## src/rtl/shiftreg_pkg.sv

```systemverilog
// Shared constants and helpers for the left-shifting register.
// Build option: define SHIFTREG_PRESET_EN to enable the parallel-load path.
package shiftreg_pkg;

    localparam int DEFAULT_WIDTH = 4;

    localparam logic [DEFAULT_WIDTH-1:0] RESET_VALUE = '0;

    typedef enum logic {
        MODE_SHIFT = 1'b0,
        MODE_LOAD  = 1'b1
    } mode_e;

    function automatic mode_e select_mode(input logic load_req);
        return load_req ? MODE_LOAD : MODE_SHIFT;
    endfunction

endpackage

```

## src/rtl/shiftreg_dff_cell.sv

```systemverilog
// Single-bit D flip-flop with asynchronous active-high clear.
// Provides true and complemented outputs.
module shiftreg_dff_cell
    import shiftreg_pkg::*;
(
    input  logic clk,
    input  logic clear,
    input  logic d,
    output logic q,
    output logic qn
);

    logic q_q;

    always_ff @(posedge clk or posedge clear) begin
        if (clear) begin
            q_q <= RESET_VALUE[0];
        end else begin
            q_q <= d;
        end
    end

    assign q  = q_q;
    assign qn = ~q_q;

endmodule

```

## src/rtl/shift_register_4bit_left.sv

```systemverilog
// Left-shifting register: serialInput enters bit 0, MSB is discarded.
// Parallel load is present only when SHIFTREG_PRESET_EN is defined.
module shift_register_4bit_left
    import shiftreg_pkg::*;
#(
    parameter int WIDTH = DEFAULT_WIDTH
) (
    input  logic             clockpulse,
    input  logic             clear,
    input  logic             serialInput,
    input  logic             enablePreset,
    input  logic [WIDTH-1:0] preset,
    output logic [WIDTH-1:0] out,
    output logic [WIDTH-1:0] notout
);

    logic [WIDTH-1:0] q_vec;
    logic [WIDTH-1:0] qn_vec;
    mode_e            load_mode;

`ifdef SHIFTREG_PRESET_EN
    assign load_mode = select_mode(enablePreset);
`else
    // Load controls are kept on the interface but have no effect in this build.
    logic unused_load_ports;
    assign unused_load_ports = ^{enablePreset, preset};
    assign load_mode         = MODE_SHIFT;
`endif

    genvar gi;
    generate
        for (gi = 0; gi < WIDTH; gi++) begin : g_bit
            logic shift_src;
            logic bit_d;

            if (gi == 0) begin : g_lsb
                assign shift_src = serialInput;
            end else begin : g_upper
                assign shift_src = q_vec[gi-1];
            end

            // Unselected source never reaches the flop, so X on it cannot leak.
            always_comb begin
                bit_d = shift_src;
                if (load_mode == MODE_LOAD) begin
                    bit_d = preset[gi];
                end
            end

            shiftreg_dff_cell u_cell (
                .clk   (clockpulse),
                .clear (clear),
                .d     (bit_d),
                .q     (q_vec[gi]),
                .qn    (qn_vec[gi])
            );
        end
    endgenerate

    assign out    = q_vec;
    assign notout = qn_vec;

endmodule

```

## config.mk

```make
export PLATFORM = sky130hd
export DESIGN_NAME = shift_register_4bit_left
export DESIGN_NICKNAME = d
export VERILOG_FILES = /design/src/rtl/shiftreg_pkg.sv /design/src/rtl/shiftreg_dff_cell.sv /design/src/rtl/shift_register_4bit_left.sv
export SDC_FILE = /design/constraint.sdc
export NUM_CORES = 1
export LEC_CHECK = 0
export BUFFER_PORTS_ARGS = -buffer_cell sky130_fd_sc_hd__buf_4
export CORE_AREA = 4 4 41 43
export CTS_BUF_LIST = sky130_fd_sc_hd__clkbuf_4 sky130_fd_sc_hd__clkbuf_8
export CTS_CLUSTER_DIAMETER = 50
export CTS_CLUSTER_SIZE = 25
export DETAILED_ROUTE_END_ITERATION = 10
export DIE_AREA = 0 0 45 47
export GPL_TIMING_DRIVEN = 1
export MAX_ROUTING_LAYER = met4
export SLEW_MARGIN = 20
export SYNTH_ARGS = -nofsm -noshare
export SYNTH_HDL_FRONTEND = slang
export SYNTH_SLANG_ARGS = --single-unit
export TNS_END_PERCENT = 50
```

## constraint.sdc

```tcl
create_clock -name clockpulse -period 0.8 [get_ports clockpulse]
set_input_delay 0.16 -clock clockpulse [delete_from_list [all_inputs] [get_ports clockpulse]]
set_output_delay 0.16 -clock clockpulse [all_outputs]
set_load 0.02 [all_outputs]
```

==> impl_metrics.tcl, run 1 <==
set metrics [dict create \
    drc 0 \
    nFillCells 148 \
    tightest_slew_ps 154.2 \
    slowest_stage "dfrtp_1" \
    multi_input_gates 0 \
    htreeDepth 1 \
    p_leak_nw 0.1444 \
    vias_per_cell 2.974 \
    crit_path_end_kind "output pin" \
    seq_area_um2 100.1 \
    layout-drive-gt1-share_pct 60.87 \
    synth_compound_area_share_pct 0 \
    rsz0062_at_grt "true" \
    fin_crit_ps 957.7 \
    setup_tns_ps -1145 \
    core_mm2 0.001301 \
    synth-simple-area-share_pct 0 \
    final_cell_mix "buf_4, buf_6, inv_1, dfrtp_1, clkbuf_4" \
    detail_route.wl_per_cell_um 7.342 \
    place.gp.congestion 0.5348 \
    postCtsSetupBuffers 0 \
    cts.sinks 4 \
    synthCells 17 \
    crit_fanout 3 \
    avgSynthCellArea_um2 10.52 \
    dr.first_iter.drc_count 0 \
    root_buffer "clkbuf_4" \
    layout_setup_ws_ps -157.7 \
    wl_met2_um 99 \
    fp.dieH_um 47 \
    cp_top_family "flip-flops" \
    synth_fa_ha_area_share_pct 0 \
    synth_nets 25 \
    grt_pass1_wl_um 462 \
    cts_buffers 3 \
    synthMuxAreaShare_pct 0 \
    setup_viol 8 \
    row_count 13 \
    portBuffers 10 \
    wl_met1_um 93 \
    route.met3.wl_um 74 \
    outcome "finished with violations" \
    num_vias 113 \
    totalPowerFinal_mw 0.5608 \
    drt.antenna.violating_nets 0 \
    path_clk_slew_ps 40 \
    dieArea_mm2 0.002115 \
    hold_violations 0 \
    cts_tree "built" \
    synth_seq_area_share_pct 55.94 \
    finalWirelength_um 279 \
    synthXorXnorAreaFrac_pct 0 \
    overflow 0 \
    crit_chain "inv_1, buf_6" \
    cp-start-kind "register" \
    multi_input_area_um2 0 \
    placed_cell_area_um2 212.7 \
    timing.final.crit_share_pct 119.7 \
    yosys_warnings 0 \
    violations "negative setup slack" \
    start_util_pct 13.75 \
    synth_top_family_by_area "buffers and inverters" \
    syn2layout_area_growth_pct 47.55 \
    worst_ir_drop_vdd_v 0.0006170 \
    dr.pass1.iters 1 \
    grt_pass1_vias 108 \
    nNetsFinal 33 \
    fmax_mhz 1044 \
    die-width_um 45 \
    cap_violations 0 \
    grt_start_max_net_pins 5 \
    worst-setup-path-type "register to output pin" \
    critPathMaxStageDelay_ps 380 \
    fin_area_um2 264.0 \
    top_layer "met4" \
    io_pins 16 \
    power_density_mw_per_mm2 2124 \
    cts_buffer_depth 2 \
    antenna_found_initial 0 \
    syn-cell-area_um2 178.9 \
    fin_skew_ps 0.4768 \
    hold_class "input port to register" \
    arrival_ps 800 \
    hpwl_um 222.5 \
    grtUsageTotal_pct 4.423 \
    worst_ep_required_time_ps 640 \
    largest_reg_flops 4 \
    synth_cell_type_count 3 \
    maxSlewHeadroom_pct 89.71 \
    slew_violations 0 \
    n_antenna_cell 0 \
    ys_seq_elements 4 \
    clock_latency_ps 240 \
    critPathBufInv 2 \
]
cells by family (layout without fill, tap and decap cells):
family   after synthesis  in the layout
buf+inv               13             19
flops                  4              4
routing by layer:
layer  GRT usage (%)  vias up
met5               -        -
met4           5.263        0
met3           6.897        5
li1                -       52
met1           2.529       45
met2           4.520       11
synthesized netlist by cell type:
| cell type | n | area (µm²) |
|---|---|---|
| dfrtp_1 | 4 | 100.1 |
| inv_1 | 5 | 18.77 |
| buf_4 | 8 | 60.06 |
path summary, 6_finish.rpt:
kind | from | endpoint | slack [ps] | cells after the start
max | g_bit[1].u_cell.q | notout[1] | -160 | 2
min | serialInput | g_bit[0].u_cell.q | 30 | 1
max reg2reg | g_bit[2].u_cell.q | g_bit[3].u_cell.q | 280 | 0
min reg2reg | g_bit[0].u_cell.q | g_bit[1].u_cell.q | 390 | 0
max in group asynchronous | clear | g_bit[3].u_cell.q | 280 | 3
min in group asynchronous | clear | g_bit[1].u_cell.q | 370 | 3
power by group:
group	internal (mW)	switching [mW]	leakage, nW
logic	0.0445	0.0439	0.0840
registers	0.214	0.00741	0.0466
clock network	0.168	0.0832	0.0138
layout make-up:
type,count,area share (%)
Tap cell,15,7.109
Timing Repair Buffer,11,39.34
Inverter,5,7.109
Clock buffer,3,8.531
Sequential cell,4,37.91
per-stage QoR:
stage / setup WS, ps / util [%] / hold WS [ps] / std cells
CTS: -173.2 / 20.00 / 22.67 / 38
detailed placement: 79.78 / 16.35 / 62.15 / 34
global route: -214.4 / 20.29 / 3.974 / 38
global placement: 86.07 / 16.35 / 56.55 / 34
finish: -157.7 / 20.29 / 30.53 / 38
floorplan: 105.9 / - / -73.92 / 17
timing repair:
action / in CTS / in global routing
hold endpoints to repair: 4 / 0
hold buffers: 1 / 0
resized for setup: 4 / 2
setup endpoints to repair: 8 / 8
Note: power is estimated with default switching activity, not from simulation.
==> run 2, diff against run 1 <==
Clock period 0.8 ns to 1.2 ns, I/O delays scaled along.
==> run 2 against run 1 <==
  * Setup slack improved by 320 ps
  * The flow now finishes without violations
  * Hold slack improved by 80 ps
  * Via count unchanged
  * Non-clock buffer count unchanged
  * Die area unchanged
  * Global-route usage unchanged
  * Largest cell class is now flip-flops and latches
  * Sequential cell count unchanged
  * Sequential share of layout area increased by 2.9 points
  * Critical path depth unchanged
  * Register-to-register slack improved by 410 ps
  * Routed wire length increased by 2.2%
  * Critical path type unchanged
==> impl_metrics.tcl, run 2 (same netlist as run 1, synthesis figures left out) <==
set metrics [dict create \
    outcome "complete, no violations" \
    worst-setup-path-type "register to output pin" \
    worst_ir_drop_vdd_v 0.0004087 \
    whs_path_depth 1 \
    slew_violations 0 \
    largest_reg_flops 4 \
    grt_pass1_wl_um 462 \
    whs_endpoint "g_bit[0].u_cell.q" \
    dieArea_mm2 0.002115 \
    setup_viol 0 \
    drc 0 \
    crit_fanout 3 \
    place.gp.congestion 0.5348 \
    n_antenna_cell 0 \
    vias_per_cell 2.974 \
    layout-drive-gt1-share_pct 56.52 \
    dr.pass1.iters 1 \
    tightest_slew_ps 154.2 \
    final_util_pct 18.85 \
    worstReg2RegStart "g_bit[1].u_cell.q" \
    totalPowerFinal_mw 0.3666 \
    hold_violations 0 \
    p_seq_share_pct 40.1 \
    dr.first_iter.drc_count 0 \
    drt.antenna.violating_nets 0 \
    root_buffer "clkbuf_4" \
    core_mm2 0.001301 \
    finalWirelength_um 285 \
    arrival_ps 800 \
    multi_input_gates 0 \
    worst_ep_required_time_ps 960 \
    syn2layout_area_growth_pct 37.06 \
    row_count 13 \
    cts_buffers 3 \
    final_cell_mix "buf_4, inv_1, dfrtp_1, clkbuf_4, dlygate4sd3_1" \
    grt_pass1_vias 108 \
    portBuffers 10 \
    top_layer "met4" \
    timing.final.crit_share_pct 86.75 \
    rsz0062_at_grt "false" \
    die-width_um 45 \
    critPathMaxStageDelay_ps 380 \
    nNetsFinal 33 \
    slowest_stage "dfrtp_1" \
    final_common_cell "buf_4" \
    hold_class "input port to register" \
    antenna_found_initial 0 \
    cts_tree "built" \
    cp-start-kind "register" \
    min_from "serialInput" \
    wl_met2_um 99 \
    setup_tns_ps 0 \
    htreeDepth 1 \
    fp.dieH_um 47 \
    netSwitchingFraction_pct 23.97 \
    overflow 0 \
    grtUsageTotal_pct 4.423 \
    fmax_mhz 960.6 \
    clock_latency_ps 240 \
    critPathBufInv 2 \
    cts_resized 0 \
    cts.sinks 4 \
    comb_power_share_pct 14.3 \
    power.switching_mw 0.08787 \
    nFillCells 152 \
    reg2regPathDepth 0 \
    path_clk_slew_ps 40 \
    cts_buffer_depth 2 \
    p_clk_share_pct 45.7 \
    fin_area_um2 245.2 \
    grt_start_max_net_pins 5 \
    num_vias 113 \
    cp_top_family "flip-flops" \
    start_util_pct 13.75 \
    seq_area_um2 100.1 \
    route.met3.wl_um 79 \
    cap_violations 0 \
    maxSlewHeadroom_pct 89.71 \
    power_density_mw_per_mm2 1495 \
    reg2reg_setup_slack_ps 690 \
    rr_endpoint "g_bit[2].u_cell.q" \
    crit_path_end_kind "output pin" \
    detail_route.wl_per_cell_um 7.500 \
    placed_cell_area_um2 212.7 \
    fin_crit_ps 1041 \
    multi_input_area_um2 0 \
    crit_chain "inv_1, buf_4" \
    fin_skew_ps 0.4768 \
    internal-power_mw 0.2787 \
    postCtsSetupBuffers 0 \
    hpwl_um 222.5 \
    io_pins 16 \
    wl_met1_um 93 \
    p_leak_nw 0.1393 \
]
==> run 2: layout make-up <==
class                 instances  area share (%)
sequential                    4           40.82
timing repair buffer         11           34.69
clock buffer                  3           9.184
inverter                      5           7.653
tap                          15           7.653
==> run 2: how the worst max path moves through the flow <==
stage                            from         to  depth (start not counted)
finish              g_bit[1].u_cell.q  notout[1]                          2
CTS                 g_bit[1].u_cell.q  notout[1]                          2
global placement    g_bit[1].u_cell.q  notout[1]                          2
global route        g_bit[2].u_cell.q  notout[2]                          2
detailed placement  g_bit[1].u_cell.q  notout[1]                          2
floorplan           g_bit[0].u_cell.q  notout[0]                          2
==> run 2: stage by stage <==
stage / setup WS [ps] / cells / hold WS [ps]
after global routing: 94.22 / 38 / 83.97
after global placement: 406.1 / 34 / 136.6
after CTS: 143.3 / 38 / 102.7
final: 159.0 / 38 / 110.5
after floorplan: 425.9 / 17 / 6.082
after detailed placement: 399.8 / 34 / 142.1
==> run 2: what timing repair did <==
item                                   in CTS  in global routing
setup endpoints to repair                   0                  0
hold buffers                                1                  0
endpoints found under the hold margin       4                  0
==> run 2: power groups by stage <==
stage / Clock [mW] / Sequential [mW] / Combinational [mW]
floorplan: 0 / 0.148 / 0.0430
global placement: 0 / 0.148 / 0.0502
detailed placement: 0 / 0.149 / 0.0506
CTS: 0.175 / 0.147 / 0.0534
global route: 0.199 / 0.148 / 0.0560
finish: 0.167 / 0.147 / 0.0523
==> run 2: metal layers <==
layer / track usage [%] / vias to the layer above
met1: 2.529 / 45
met5: - / -
met4: 5.263 / 0
met3: 6.897 / 5
li1: - / 52
met2: 4.520 / 11
==> run 3, diff against run 2 <==
Settings changed: PLACE_DENSITY set to 0.38.
==> run 3 against run 2 <==
  * Via count down 4.4%
  * First-iteration DRC count unchanged
  * Core utilization unchanged
  * Non-clock buffer count unchanged
  * Final cell count unchanged
  * Critical path type unchanged
  * Clock-buffer cell count unchanged
  * Final area unchanged
  * Sequential share of layout area unchanged
  * Largest cell class unchanged
  * Clock skew up 1.1 ps
==> impl_metrics.tcl, run 3 (same netlist as run 1, synthesis figures left out) <==
set metrics [dict create \
    cts_buffer_depth 2 \
    overflow 0 \
    outcome "complete, no violations" \
    crit_chain "inv_1, buf_4" \
    crit_path_end_kind "output pin" \
    portBuffers 10 \
    core_mm2 0.001301 \
    arrival_ps 820 \
    multi_input_area_um2 0 \
    crit_fanout 3 \
    grt_pass1_wl_um 517 \
    cts_resized 0 \
    detail_route.wl_per_cell_um 8.053 \
    htreeDepth 1 \
    worst-setup-path-type "register to output pin" \
    nFillCells 148 \
    syn2layout_area_growth_pct 37.06 \
    vias_per_cell 2.842 \
    antenna_found_initial 0 \
    power_density_mw_per_mm2 1479 \
    grt_pass1_vias 113 \
    layout-drive-gt1-share_pct 56.52 \
    slowest_stage "dfrtp_1" \
    cts_tree "built" \
    n_antenna_cell 0 \
    critPathMaxStageDelay_ps 390 \
    totalPowerFinal_mw 0.3627 \
    clock_latency_ps 230 \
    finalWirelength_um 306 \
    route.met3.wl_um 48 \
    root_buffer "clkbuf_4" \
    dp_slack_ps 375.9 \
    io_pins 16 \
    cp-start-kind "register" \
    grt_start_max_net_pins 5 \
    worstReg2RegStart "g_bit[2].u_cell.q" \
    dr.first_iter.drc_count 0 \
    drc 0 \
    path_clk_slew_ps 40 \
    worst_ir_drop_vdd_v 0.0006308 \
    final_util_pct 18.85 \
    row_count 13 \
    fmax_mhz 941.4 \
    final_common_cell "buf_4" \
    start_util_pct 13.75 \
    fin_skew_ps 1.578 \
    cap_violations 0 \
    seq_area_um2 100.1 \
    wl_met1_um 131 \
    num_vias 108 \
    crit_start "g_bit[1].u_cell.q" \
    grtUsageTotal_pct 4.180 \
    tightest_slew_ps 139.3 \
    hold_violations 0 \
    layout_setup_ws_ps 137.8 \
    reg2reg_setup_slack_ps 680 \
    hold_class "input port to register" \
    setup_tns_ps 0 \
    p_leak_nw 0.1393 \
    place.gp.congestion 0.6661 \
    fin_crit_ps 1062 \
    timing.final.crit_share_pct 88.52 \
    drt.antenna.violating_nets 0 \
    final_cell_mix "buf_4, inv_1, dfrtp_1, clkbuf_4, dlygate4sd3_1" \
    nNetsFinal 33 \
    rr_endpoint "g_bit[3].u_cell.q" \
    postCtsSetupBuffers 0 \
    rsz0062_at_grt "false" \
    cts_buffers 3 \
    maxSlewHeadroom_pct 90.71 \
    dieArea_mm2 0.002115 \
    multi_input_gates 0 \
    die-width_um 45 \
    hpwl_um 236.2 \
    largest_reg_flops 4 \
    fp.dieH_um 47 \
    wl_met2_um 108 \
    top_layer "met4" \
    dr.pass1.iters 1 \
    cts.sinks 4 \
    setup_viol 0 \
    reg2regPathDepth 0 \
    slew_violations 0 \
    crit_path_end "notout[1]" \
    worst_ep_required_time_ps 960 \
]
==> run 3: what timing repair did <==
item,in CTS,in global routing
hold buffers,1,0
hold endpoints to repair,4,0
setup endpoints to repair,0,0
==> run 3: critical path, delay by kind of cell (launching register included) <==
| kind | cells | cell delay (ps) |
|---|---|---|
| flops | 1 | 390 |
| buf+inv | 2 | 200 |
==> run 3: layer usage <==
metal | up-vias | global-route usage [%]
met2 | 13 | 4.802
met3 | 2 | 1.149
met4 | 0 | 7.018
met1 | 43 | 4.378
met5 | - | -
li1 | 50 | -
==> run 3: power breakdown <==
group / leakage, nW / switching (mW) / total (mW) / internal [mW]
registers: 0.0466 / 0.00555 / 0.148 / 0.143
logic: 0.0789 / 0.0280 / 0.0521 / 0.0242
clock network: 0.0138 / 0.0508 / 0.162 / 0.112
==> run 3: area by class of cell <==
class                   instances  area share [%]
well taps                      15           7.653
inverters                       5           7.653
clock buffers                   3           9.184
flip-flops and latches          4           40.82
repair buffers                 11           34.69
==> run 3: stage by stage <==
stage	cells	hold slack, ps	cell area, µm²
2_1_floorplan	17	6.082	178.9
3_3_place_gp	34	127.9	212.7
3_5_place_dp	34	132.3	212.7
4_1_cts	38	104.2	245.2
5_1_grt	38	109.9	245.2
6_report	38	115.4	245.2
==> run 3: worst min path at each step <==
stage / start / depth (start not counted) / to / slack (ps)
global placement: clear / 2 / g_bit[0].u_cell.q / 130
detailed placement: clear / 2 / g_bit[0].u_cell.q / 130
CTS: serialInput / 1 / g_bit[0].u_cell.q / 100
global route: serialInput / 1 / g_bit[0].u_cell.q / 110
finish: serialInput / 1 / g_bit[0].u_cell.q / 120
floorplan: clear / 1 / g_bit[0].u_cell.q / 6
